**config.mk**
```make
export PLATFORM = sky130hd
export DESIGN_NAME = reg_write_arbiter
export DESIGN_NICKNAME = d
export VERILOG_FILES = /design/src/rtl/dlx_pkg.sv /design/src/rtl/reg_write_arbiter.sv
export SDC_FILE = /design/constraint.sdc
export NUM_CORES = 1
export LEC_CHECK = 0
export CAP_MARGIN = 20
export CELL_PAD_IN_SITES_DETAIL_PLACEMENT = 1
export CELL_PAD_IN_SITES_GLOBAL_PLACEMENT = 1
export CORE_ASPECT_RATIO = 1.4
export CORE_MARGIN = 4
export CORE_UTILIZATION = 31
export CTS_CLUSTER_DIAMETER = 50
export CTS_CLUSTER_SIZE = 8
export DETAILED_ROUTE_END_ITERATION = 8
export GPL_TIMING_DRIVEN = 1
export PLACE_DENSITY_LB_ADDON = 0.1
export REMOVE_ABC_BUFFERS = 1
export SLEW_MARGIN = 20
export SYNTH_ARGS = -nofsm -noshare
export SYNTH_HDL_FRONTEND = slang
export SYNTH_SLANG_ARGS = --single-unit
```
**constraint.sdc**
```tcl
create_clock -name clk -period 1.8 [get_ports clk]
set_input_delay 0.18 -clock clk [delete_from_list [all_inputs] [get_ports clk]]
set_output_delay 0.18 -clock clk [all_outputs]
set_load 0.01 [all_outputs]
```
**src/rtl/dlx_pkg.sv**
```systemverilog
// Shared DLX pipeline definitions: default datapath widths and the
// register-file write arbiter state encoding.
package dlx_pkg;

  localparam int unsigned DEF_DATA_WIDTH     = 32;
  localparam int unsigned DEF_REG_ADDR_WIDTH = 5;
  localparam int unsigned REG_ZERO           = 0;

  typedef enum logic [1:0] {
    ST_IDLE,
    ST_PEND,
    ST_STALL
  } arb_state_e;

endpackage

```
**src/rtl/reg_write_arbiter.sv**
```systemverilog
// Shares the register-file write port between pipeline write-back (always wins)
// and the MDU, parking a losing MDU result in a one-entry slot.
module reg_write_arbiter
  import dlx_pkg::*;
#(
  parameter int unsigned DATA_WIDTH     = DEF_DATA_WIDTH,
  parameter int unsigned REG_ADDR_WIDTH = DEF_REG_ADDR_WIDTH,
  parameter int unsigned STARVE_LIMIT   = 4
) (
  input  logic                      clk,
  input  logic                      rst_n,
  input  logic                      pipe_w_reg_en_in,
  input  logic [REG_ADDR_WIDTH-1:0] pipe_w_reg_addr_in,
  input  logic [DATA_WIDTH-1:0]     pipe_reg_data_in,
  input  logic                      mdu_valid_in,
  input  logic [REG_ADDR_WIDTH-1:0] mdu_reg_addr_in,
  input  logic [DATA_WIDTH-1:0]     mdu_data_in,
  output logic                      mdu_ready_out,
  output logic                      rf_w_en_out,
  output logic [REG_ADDR_WIDTH-1:0] rf_w_addr_out,
  output logic [DATA_WIDTH-1:0]     rf_w_data_out,
  output logic                      stall_req_out,
  output logic                      pend_busy_out,
  output logic [REG_ADDR_WIDTH-1:0] pend_addr_out
);

  localparam int unsigned               CNT_W     = $clog2(STARVE_LIMIT + 1);
  localparam logic [CNT_W-1:0]          CNT_MAX   = CNT_W'(STARVE_LIMIT);
  localparam logic [REG_ADDR_WIDTH-1:0] ADDR_ZERO = REG_ADDR_WIDTH'(REG_ZERO);

  arb_state_e                state_q, state_d;
  logic [CNT_W-1:0]          cnt_q, cnt_d;
  logic [REG_ADDR_WIDTH-1:0] pend_addr_q, pend_addr_d;
  logic [DATA_WIDTH-1:0]     pend_data_q, pend_data_d;
  logic                      rf_en_d;
  logic [REG_ADDR_WIDTH-1:0] rf_addr_d;
  logic [DATA_WIDTH-1:0]     rf_data_d;
  logic                      stall_d;
  logic                      pipe_win;
  logic                      mdu_take;
  logic                      slot_grant;

  assign mdu_ready_out = (state_q == ST_IDLE);
  assign pend_busy_out = (state_q != ST_IDLE);
  assign pend_addr_out = pend_addr_q;

  // Writes to r0 never contend for the port and never occupy the slot.
  assign pipe_win   = pipe_w_reg_en_in && (pipe_w_reg_addr_in != ADDR_ZERO);
  assign mdu_take   = mdu_valid_in && mdu_ready_out && (mdu_reg_addr_in != ADDR_ZERO);
  assign slot_grant = pend_busy_out && !pipe_win;

  always_comb begin
    state_d     = state_q;
    cnt_d       = cnt_q;
    pend_addr_d = pend_addr_q;
    pend_data_d = pend_data_q;
    stall_d     = 1'b0;
    rf_en_d     = 1'b0;
    rf_addr_d   = '0;
    rf_data_d   = '0;

    if (pipe_win) begin
      rf_en_d   = 1'b1;
      rf_addr_d = pipe_w_reg_addr_in;
      rf_data_d = pipe_reg_data_in;
    end else if (slot_grant) begin
      rf_en_d   = 1'b1;
      rf_addr_d = pend_addr_q;
      rf_data_d = pend_data_q;
    end

    unique case (state_q)
      ST_IDLE: begin
        if (mdu_take) begin
          state_d     = ST_PEND;
          cnt_d       = '0;
          pend_addr_d = mdu_reg_addr_in;
          pend_data_d = mdu_data_in;
        end
      end
      ST_PEND: begin
        if (slot_grant) begin
          state_d     = ST_IDLE;
          cnt_d       = '0;
          pend_addr_d = '0;
        end else begin
          // Lost to the pipeline: count it, and stall once the limit is hit.
          if (cnt_q != CNT_MAX) cnt_d = cnt_q + 1'b1;
          if (cnt_d == CNT_MAX) begin
            state_d = ST_STALL;
            stall_d = 1'b1;
          end
        end
      end
      ST_STALL: begin
        if (slot_grant) begin
          state_d     = ST_IDLE;
          cnt_d       = '0;
          pend_addr_d = '0;
        end else begin
          stall_d = 1'b1;
        end
      end
      default: state_d = ST_IDLE;
    endcase
  end

  always_ff @(posedge clk or negedge rst_n) begin
    if (!rst_n) begin
      state_q       <= ST_IDLE;
      cnt_q         <= '0;
      pend_addr_q   <= '0;
      pend_data_q   <= '0;
      rf_w_en_out   <= 1'b0;
      rf_w_addr_out <= '0;
      rf_w_data_out <= '0;
      stall_req_out <= 1'b0;
    end else begin
      state_q       <= state_d;
      cnt_q         <= cnt_d;
      pend_addr_q   <= pend_addr_d;
      pend_data_q   <= pend_data_d;
      rf_w_en_out   <= rf_en_d;
      rf_w_addr_out <= rf_addr_d;
      rf_w_data_out <= rf_data_d;
      stall_req_out <= stall_d;
    end
  end

endmodule

```
Word level (Yosys, flattened, before mapping)
Index checks and enable logic that the tools add are counted.
{"block": "totals", "regBits": 81, "in_bits": 78, "out_inout_bits": 46}
{"block": "classes", "addsub": 1, "n_reduce_logical": 16, "eq_ne": 8, "mux": 25}
{"op": "$mux W32", "count": 2}
{"op": "$mux W5", "count": 4}
{"op": "$mux W3", "count": 6}
{"op": "$pmux W5 S2", "count": 1}
{"op": "$reduce_bool A5 Y1", "count": 2}
{"op": "$pmux W3 S3", "count": 1}
{"op": "$reduce_and A3 Y1", "count": 3}
{"op": "$mux W2", "count": 4}
{"op": "$ne A3 B3 Y1 const B", "count": 2}
{"op": "$pmux W2 S3", "count": 1}
{"op": "$mux W1", "count": 5}
{"op": "$logic_and A1 B1 Y1", "count": 4}
{"op": "$ne A2 B1 Y1 const B", "count": 2}
{"op": "$reduce_bool A2 Y1", "count": 2}
{"op": "$add A3 B1 Y3 const B", "count": 1}
{"op": "$eq A3 B3 Y1 const B", "count": 1}
{"op": "$reduce_bool A3 Y1", "count": 1}
{"op": "$eq A2 B1 Y1 const B", "count": 1}
{"op": "$eq A2 B2 Y1 const B", "count": 1}
{"op": "$logic_not A2 Y1", "count": 1}
{"op": "$ne A2 B2 Y1 const B", "count": 1}
{"op": "$pmux W1 S2", "count": 1}
{"op": "$reduce_and A2 Y1", "count": 1}
{"op": "$reduce_or A2 Y1", "count": 1}
{"op": "$logic_not A1 Y1", "count": 1}

Longest topological paths before layout
Gate-level depths: netlist (run 1).
{"block": "logic_depth", "ltp_word": 10, "ltp_mapped": 8}

Worst setup path before layout (run 1)
Ideal clock, no wire load.
{"block": "synth_path", "path_kind": "register -> register", "startpoint": "register state_q[0]", "endpoint": "register pend_data_q[24]", "t_arrival_ns": 1.719, "path_slack_ns": -0.044, "path_buffers": 1, "t_required_ns": 1.675, "path_stages_with_launch": 7, "period_less_slack_ns": 1.844, "path_cell_list": "dfrtp_1 -> inv_1 -> ha_1 -> nand2_1 -> a21oi_2 -> buf_2 -> mux2_2"}
{"block": "synth_via", "elab_chain_len": 4}
{"item": "from (decl)", "line_no": "reg_write_arbiter.sv:31", "text": "arb_state_e state_q, state_d;"}
{"item": "from (signal assigned)", "line_no": "reg_write_arbiter.sv:119", "text": "state_q <= state_d;"}
{"item": "$logic_not A2 Y1 *", "line_no": "reg_write_arbiter.sv:43", "text": "assign mdu_ready_out = (state_q == ST_IDLE);"}
{"item": "via mdu_ready_out", "line_no": "reg_write_arbiter.sv:18", "text": "output logic mdu_ready_out,"}
{"item": "$logic_and A1 B1 Y1 (2 in a row)", "line_no": "reg_write_arbiter.sv:49", "text": "assign mdu_take = mdu_valid_in && mdu_ready_out && (mdu_reg_addr_in != ADDR_ZERO);"}
{"item": "$reduce_and A2 Y1 (no source line) *"}
{"item": "to (signal assigned)", "line_no": "reg_write_arbiter.sv:122", "text": "pend_data_q <= pend_data_d;"}
{"item": "to (decl)", "line_no": "reg_write_arbiter.sv:34", "text": "logic [DATA_WIDTH-1:0] pend_data_q, pend_data_d;"}
The timed path passes the listed nets; every way through them passes the cells marked *.
A chain may end at the register's enable or synchronous reset.

Worst setup path in the final report (run 1)
{"block": "layout_path", "startpoint": "register cnt_q[0]", "endpoint": "register state_q[0]"}
{"block": "layout_via", "elab_chain_len": 7, "word_cells_on_any_way": 8, "cone_classes": "1 x add/sub; 3 x eq/ne; 3 x mux; 1 x reduce/logical"}
{"item": "from (decl)", "line_no": "reg_write_arbiter.sv:32", "text": "logic [CNT_W-1:0] cnt_q, cnt_d;"}
{"item": "from (signal assigned)", "line_no": "reg_write_arbiter.sv:120", "text": "cnt_q <= cnt_d;"}
{"item": "$add A3 B1 Y3 / $ne A3 B3 Y1 (equally long branches)", "line_no": "reg_write_arbiter.sv:88", "text": "if (cnt_q != CNT_MAX) cnt_d = cnt_q + 1'b1;"}
{"item": "$mux W3 *", "line_no": "reg_write_arbiter.sv:88"}
{"item": "$mux W3 *", "line_no": "reg_write_arbiter.sv:82", "text": "if (slot_grant) begin"}
{"item": "$mux W3 *", "line_no": "reg_write_arbiter.sv:72", "text": "unique case (state_q)"}
{"item": "$eq A3 B3 Y1 *", "line_no": "reg_write_arbiter.sv:89", "text": "if (cnt_d == CNT_MAX) begin"}
{"item": "$ne A3 B3 Y1 (no source line) *"}
{"item": "$reduce_and A3 Y1 (no source line) *"}
Mark *: on every way between the ends. The rest lies on a longest branch, timed or not. The select of a mux whose other input is x is not followed.

==> qor.csv, run 1 <==
stage;metric;value;unit
place;place.detailed.hpwl;7180;um
worst_hold_path;min-delay-path-class;in2async;
grt;global_route_wire_length_before_repair;16000;um
cts;clockBufferDepth;2;
final_layout;most-common-layout-cells;120 x sky130_fd_sc_hd__clkdlybuf4s50_1, 81 x sky130_fd_sc_hd__dfrtp_1, 79 x sky130_fd_sc_hd__nand2_1;
grt;antenna_found_initial;0;
cts;cts.sinks;81;
synth;synthFlopType;sky130_fd_sc_hd__dfrtp_1;
cts;clk-insertion-delay-late;0.33;ns
final_layout;most_common_cell_after_layout_fill_and_taps_aside;sky130_fd_sc_hd__clkdlybuf4s50_1;
final_layout;num_antenna_cells;0;
final_layout;multi_input_comb_area;0.00137;mm2
grt;global_route.usage.met2;0.275;
timing;report.final.slew_viol_count;0;
critical_path;timing_worst_setup_path_type;reg2reg;
synth;synth_fa_ha_area_frac;0.0219;
grt;first_global_vias;3044;
timing;final_hold_viol_count;0;
cts;root_buffer;sky130_fd_sc_hd__clkbuf_16;
route;via_per_inst;4.65;
synth;synth.area.top_cells;sky130_fd_sc_hd__dfrtp_1 59%, sky130_fd_sc_hd__mux2_2 11%, sky130_fd_sc_hd__nand2_1 8.6%, sky130_fd_sc_hd__nand3_1 4.7%, sky130_fd_sc_hd__ha_1 2.2%;
timing;finalCriticalPeriod;1.85;ns
route;drt_wirelength;9680;um
timing;fmaxAchievable;0.541;GHz
status;run_status;finished with violations;
grt;grt.total_usage;0.156;
floorplan;io_pins;124;
synth;post_synth_cell_types;39;
timing;finalCritPeriodShare;1.03;
cts;clock_tree_from_tritoncts;yes;
power_and_ir_drop;p_per_area;1480;mW/mm2
critical_path;worst_r2r_path_depth;5;
status;failed_checks;setup timing;
synth;synth-edff-count;0;
timing;final_critical_path_setup_slack;-0.0482;ns
cts;tritoncts.num_buffers;9;
route;initialDrtViolationCount;40;
floorplan;die-area;0.0128;mm2
route;drt_pre_antenna_iters;4;
critical_path;crit_path_top_delay_cell;sky130_fd_sc_hd__dfrtp_1;
floorplan;core_ar;0.0108;mm2
critical_path;worst_setup_path_start_kind;register;
synth;post_synth_top_area_share;0.591;
final_layout;seq_area;0.00203;mm2
grt;grt_max_degree;33;
final_layout;area_growth;58.2;%
grt;top_usage_layer;met2;
timing;tightest_slew;0.617;ns
timing;setup_repair_after_global_routing_missed_its_margin;true;
floorplan;initial_utilization;0.317;
power_and_ir_drop;irDropWorstVdd;0.757;mV
final_layout;share_of_final_layout_standard_cells_stronger_than_drive_strength_1;0.220;
synth;synth_simple_gate_area_share;0.164;
floorplan;num_rows;45;
place;gp_routability_congestion;0.783;
synth;synth.yosys.warnings;0;
critical_path;critical_path_peak_fanout;3;
power_and_ir_drop;leakage_power;2.41;nW
final_layout;postLayoutCoreUtil;0.502;
synth;ys_ff_latch;81;
grt;grt-ovfl-total;0;
place;number_of_buffers_inserted_by_port_buffering;123;
cts;htreeDepth;3;
route;postRouteAntennaNets;0;
timing;worst_case_clock_skew;0.00636;ns
synth;synth-seq-area-share;0.591;
critical_path;critical_path_required;2.05;ns
synth;largest_family_of_logic_cells_by_synthesized_area;simple AND/OR/NAND/NOR gates;
synth;synth_xor_xnor_area_share;0;
synth;syn-mean-instance-area;11.2;um2
synth;compound_cell_area_share_of_the_yosys_netlist;0.0679;
synth;syn-cell-area;0.00343;mm2
timing;final_setup_violation_count;2;
critical_path;slowest_delay;0.41;ns
critical_path;endpoint_kind;register;
grt;global_route.usage.met3;0.0369;
critical_path;critical_path_cell_by_cell;ha_2 -> or3b_4 -> a311o_1 -> a211oi_2 -> mux2i_1;
run;max_cap_violations;0;
floorplan;fp.dieH;132;um
synth;asyncSetResetFlopFracSynth;1.00;
place;detailed_place.area;0.00500;mm2
cts;clk_pin_slew_worst_paths;0.06;ns
final_layout;layout.nets;539;
route;via_count;2794;
critical_path;critical_path_arrival;2.10;ns
floorplan;die_width;96.9;um
synth;yosys-mux-area-fraction;0.126;
timing;timing.slew.headroom;0.586;
final_layout;nFillCells;1167;
route;wire_per_inst;16.1;um
synth;post_synth_inst_count;307;
final_layout;postLayoutCellArea;0.00543;mm2
grt;use_met1;0.185;
route;remaining_drc_errors;0;
synth;yosys.area.top_type;sky130_fd_sc_hd__dfrtp_1;
[through the flow]
stage	setup slack [ns]	total power [mW]	setup TNS, ns	hold slack, ns	std cells
2_1_floorplan	-0.756	4.37	-27.81	-0.116	290
3_3_place_gp	-0.138	5.80	-7.59	0.151	580
3_5_place_dp	-0.175	5.92	-9.91	0.146	580
4_1_cts	-0.104	8.07	-0.104	0.351	599
5_1_grt	-0.135	8.56	-0.278	0.374	601
6_report	-0.0482	8.01	-0.0888	0.334	601
[routing by layer]
layer	routed length, um	share of wire
met2	5190	0.54
met3	386	0.040
met5	0	0
met1	3860	0.40
met4	235	0.024
[cells in the mapped netlist, types with 2 or more instances]
library cell,count
sky130_fd_sc_hd__a21oi_1,5
sky130_fd_sc_hd__a22o_1,2
sky130_fd_sc_hd__buf_2,7
sky130_fd_sc_hd__clkbuf_1,8
sky130_fd_sc_hd__dfrtp_1,81
sky130_fd_sc_hd__ha_1,6
sky130_fd_sc_hd__inv_1,6
sky130_fd_sc_hd__mux2_2,32
sky130_fd_sc_hd__mux2i_1,7
sky130_fd_sc_hd__nand2_1,79
sky130_fd_sc_hd__nand3_1,32
sky130_fd_sc_hd__nor2_1,3
sky130_fd_sc_hd__nor3_1,5
sky130_fd_sc_hd__o21ai_0,5
sky130_fd_sc_hd__o22ai_1,5
[worst max-delay path: cells and delay by family, from the launching register on]
| kind | cells | cell delay, ns |
|---|---|---|
| fa+ha+maj | 1 | 0.19 |
| mux | 1 | 0.21 |
| flops | 1 | 0.41 |
| simple gates | 1 | 0.38 |
| compound gates | 2 | 0.57 |
[logic make-up (layout without fill, tap and decap cells)]
kind of cell    Yosys count  in the layout
mux                      39             39
simple gates            128            128
buf+inv                  23            176
compound gates           30             30
fa+ha+maj                 6              6
flops                    81             81
[worst paths after layout]
path	start	to	slack [ns]
max in group asynchronous	rst_n	rf_w_data_out[29]	0.94
worst max-delay path	cnt_q[0]	state_q[0]	-0.05
worst min-delay path	rst_n	rf_w_data_out[25]	0.33
min in group clk	pipe_reg_data_in[13]	rf_w_data_out[13]	0.38
worst max register to register	cnt_q[0]	state_q[0]	-0.05
worst min register to register	pend_data_q[2]	rf_w_data_out[2]	0.50
[state kept, by name (all words and copies together), names as in the netlist]
name,count
cnt_q,3
pend_addr_out,5
pend_data_q,32
rf_w_addr_out,5
rf_w_data_out,32
rf_w_en_out,1
stall_req_out,1
state_q,2
[cell type report]
type / instances / share of cell area
sequential: 81 / 0.374
timing repair buffer: 154 / 0.276
multi-input combinational: 203 / 0.253
clock buffer: 12 / 0.0473
tap: 141 / 0.0325
clock inverter: 4 / 0.0136
inverter: 6 / 0.00415
[what timing repair did]
action,CTS,global route
setup buffers,2,2
hold buffers,1,0
resized for setup,10,9
setup endpoints to repair,44,5
pin swaps,6,5
endpoints found under the hold margin,29,0
[power breakdown]
part           internal, mW  switching, mW  leakage [nW]  total (mW)
clock                  1.29          0.712         0.163        2.01
combinational          1.76           1.42          1.25        3.18
sequential             2.50          0.328         0.993        2.83
total                  5.55           2.46          2.41        8.01
Note: power is estimated with default switching activity, not from simulation.
==> inputs of run 2 (changes only) <==
--- a/config.mk
+++ b/config.mk
@@ -14,6 +14,7 @@
 export CTS_CLUSTER_DIAMETER = 50
 export CTS_CLUSTER_SIZE = 8
 export DETAILED_ROUTE_END_ITERATION = 8
+export GPL_ROUTABILITY_DRIVEN = 0
 export GPL_TIMING_DRIVEN = 1
 export PLACE_DENSITY_LB_ADDON = 0.1
 export REMOVE_ABC_BUFFERS = 1
==> results of run 2 <==
Final layout, timing and power as in run 1 (identical DEF).
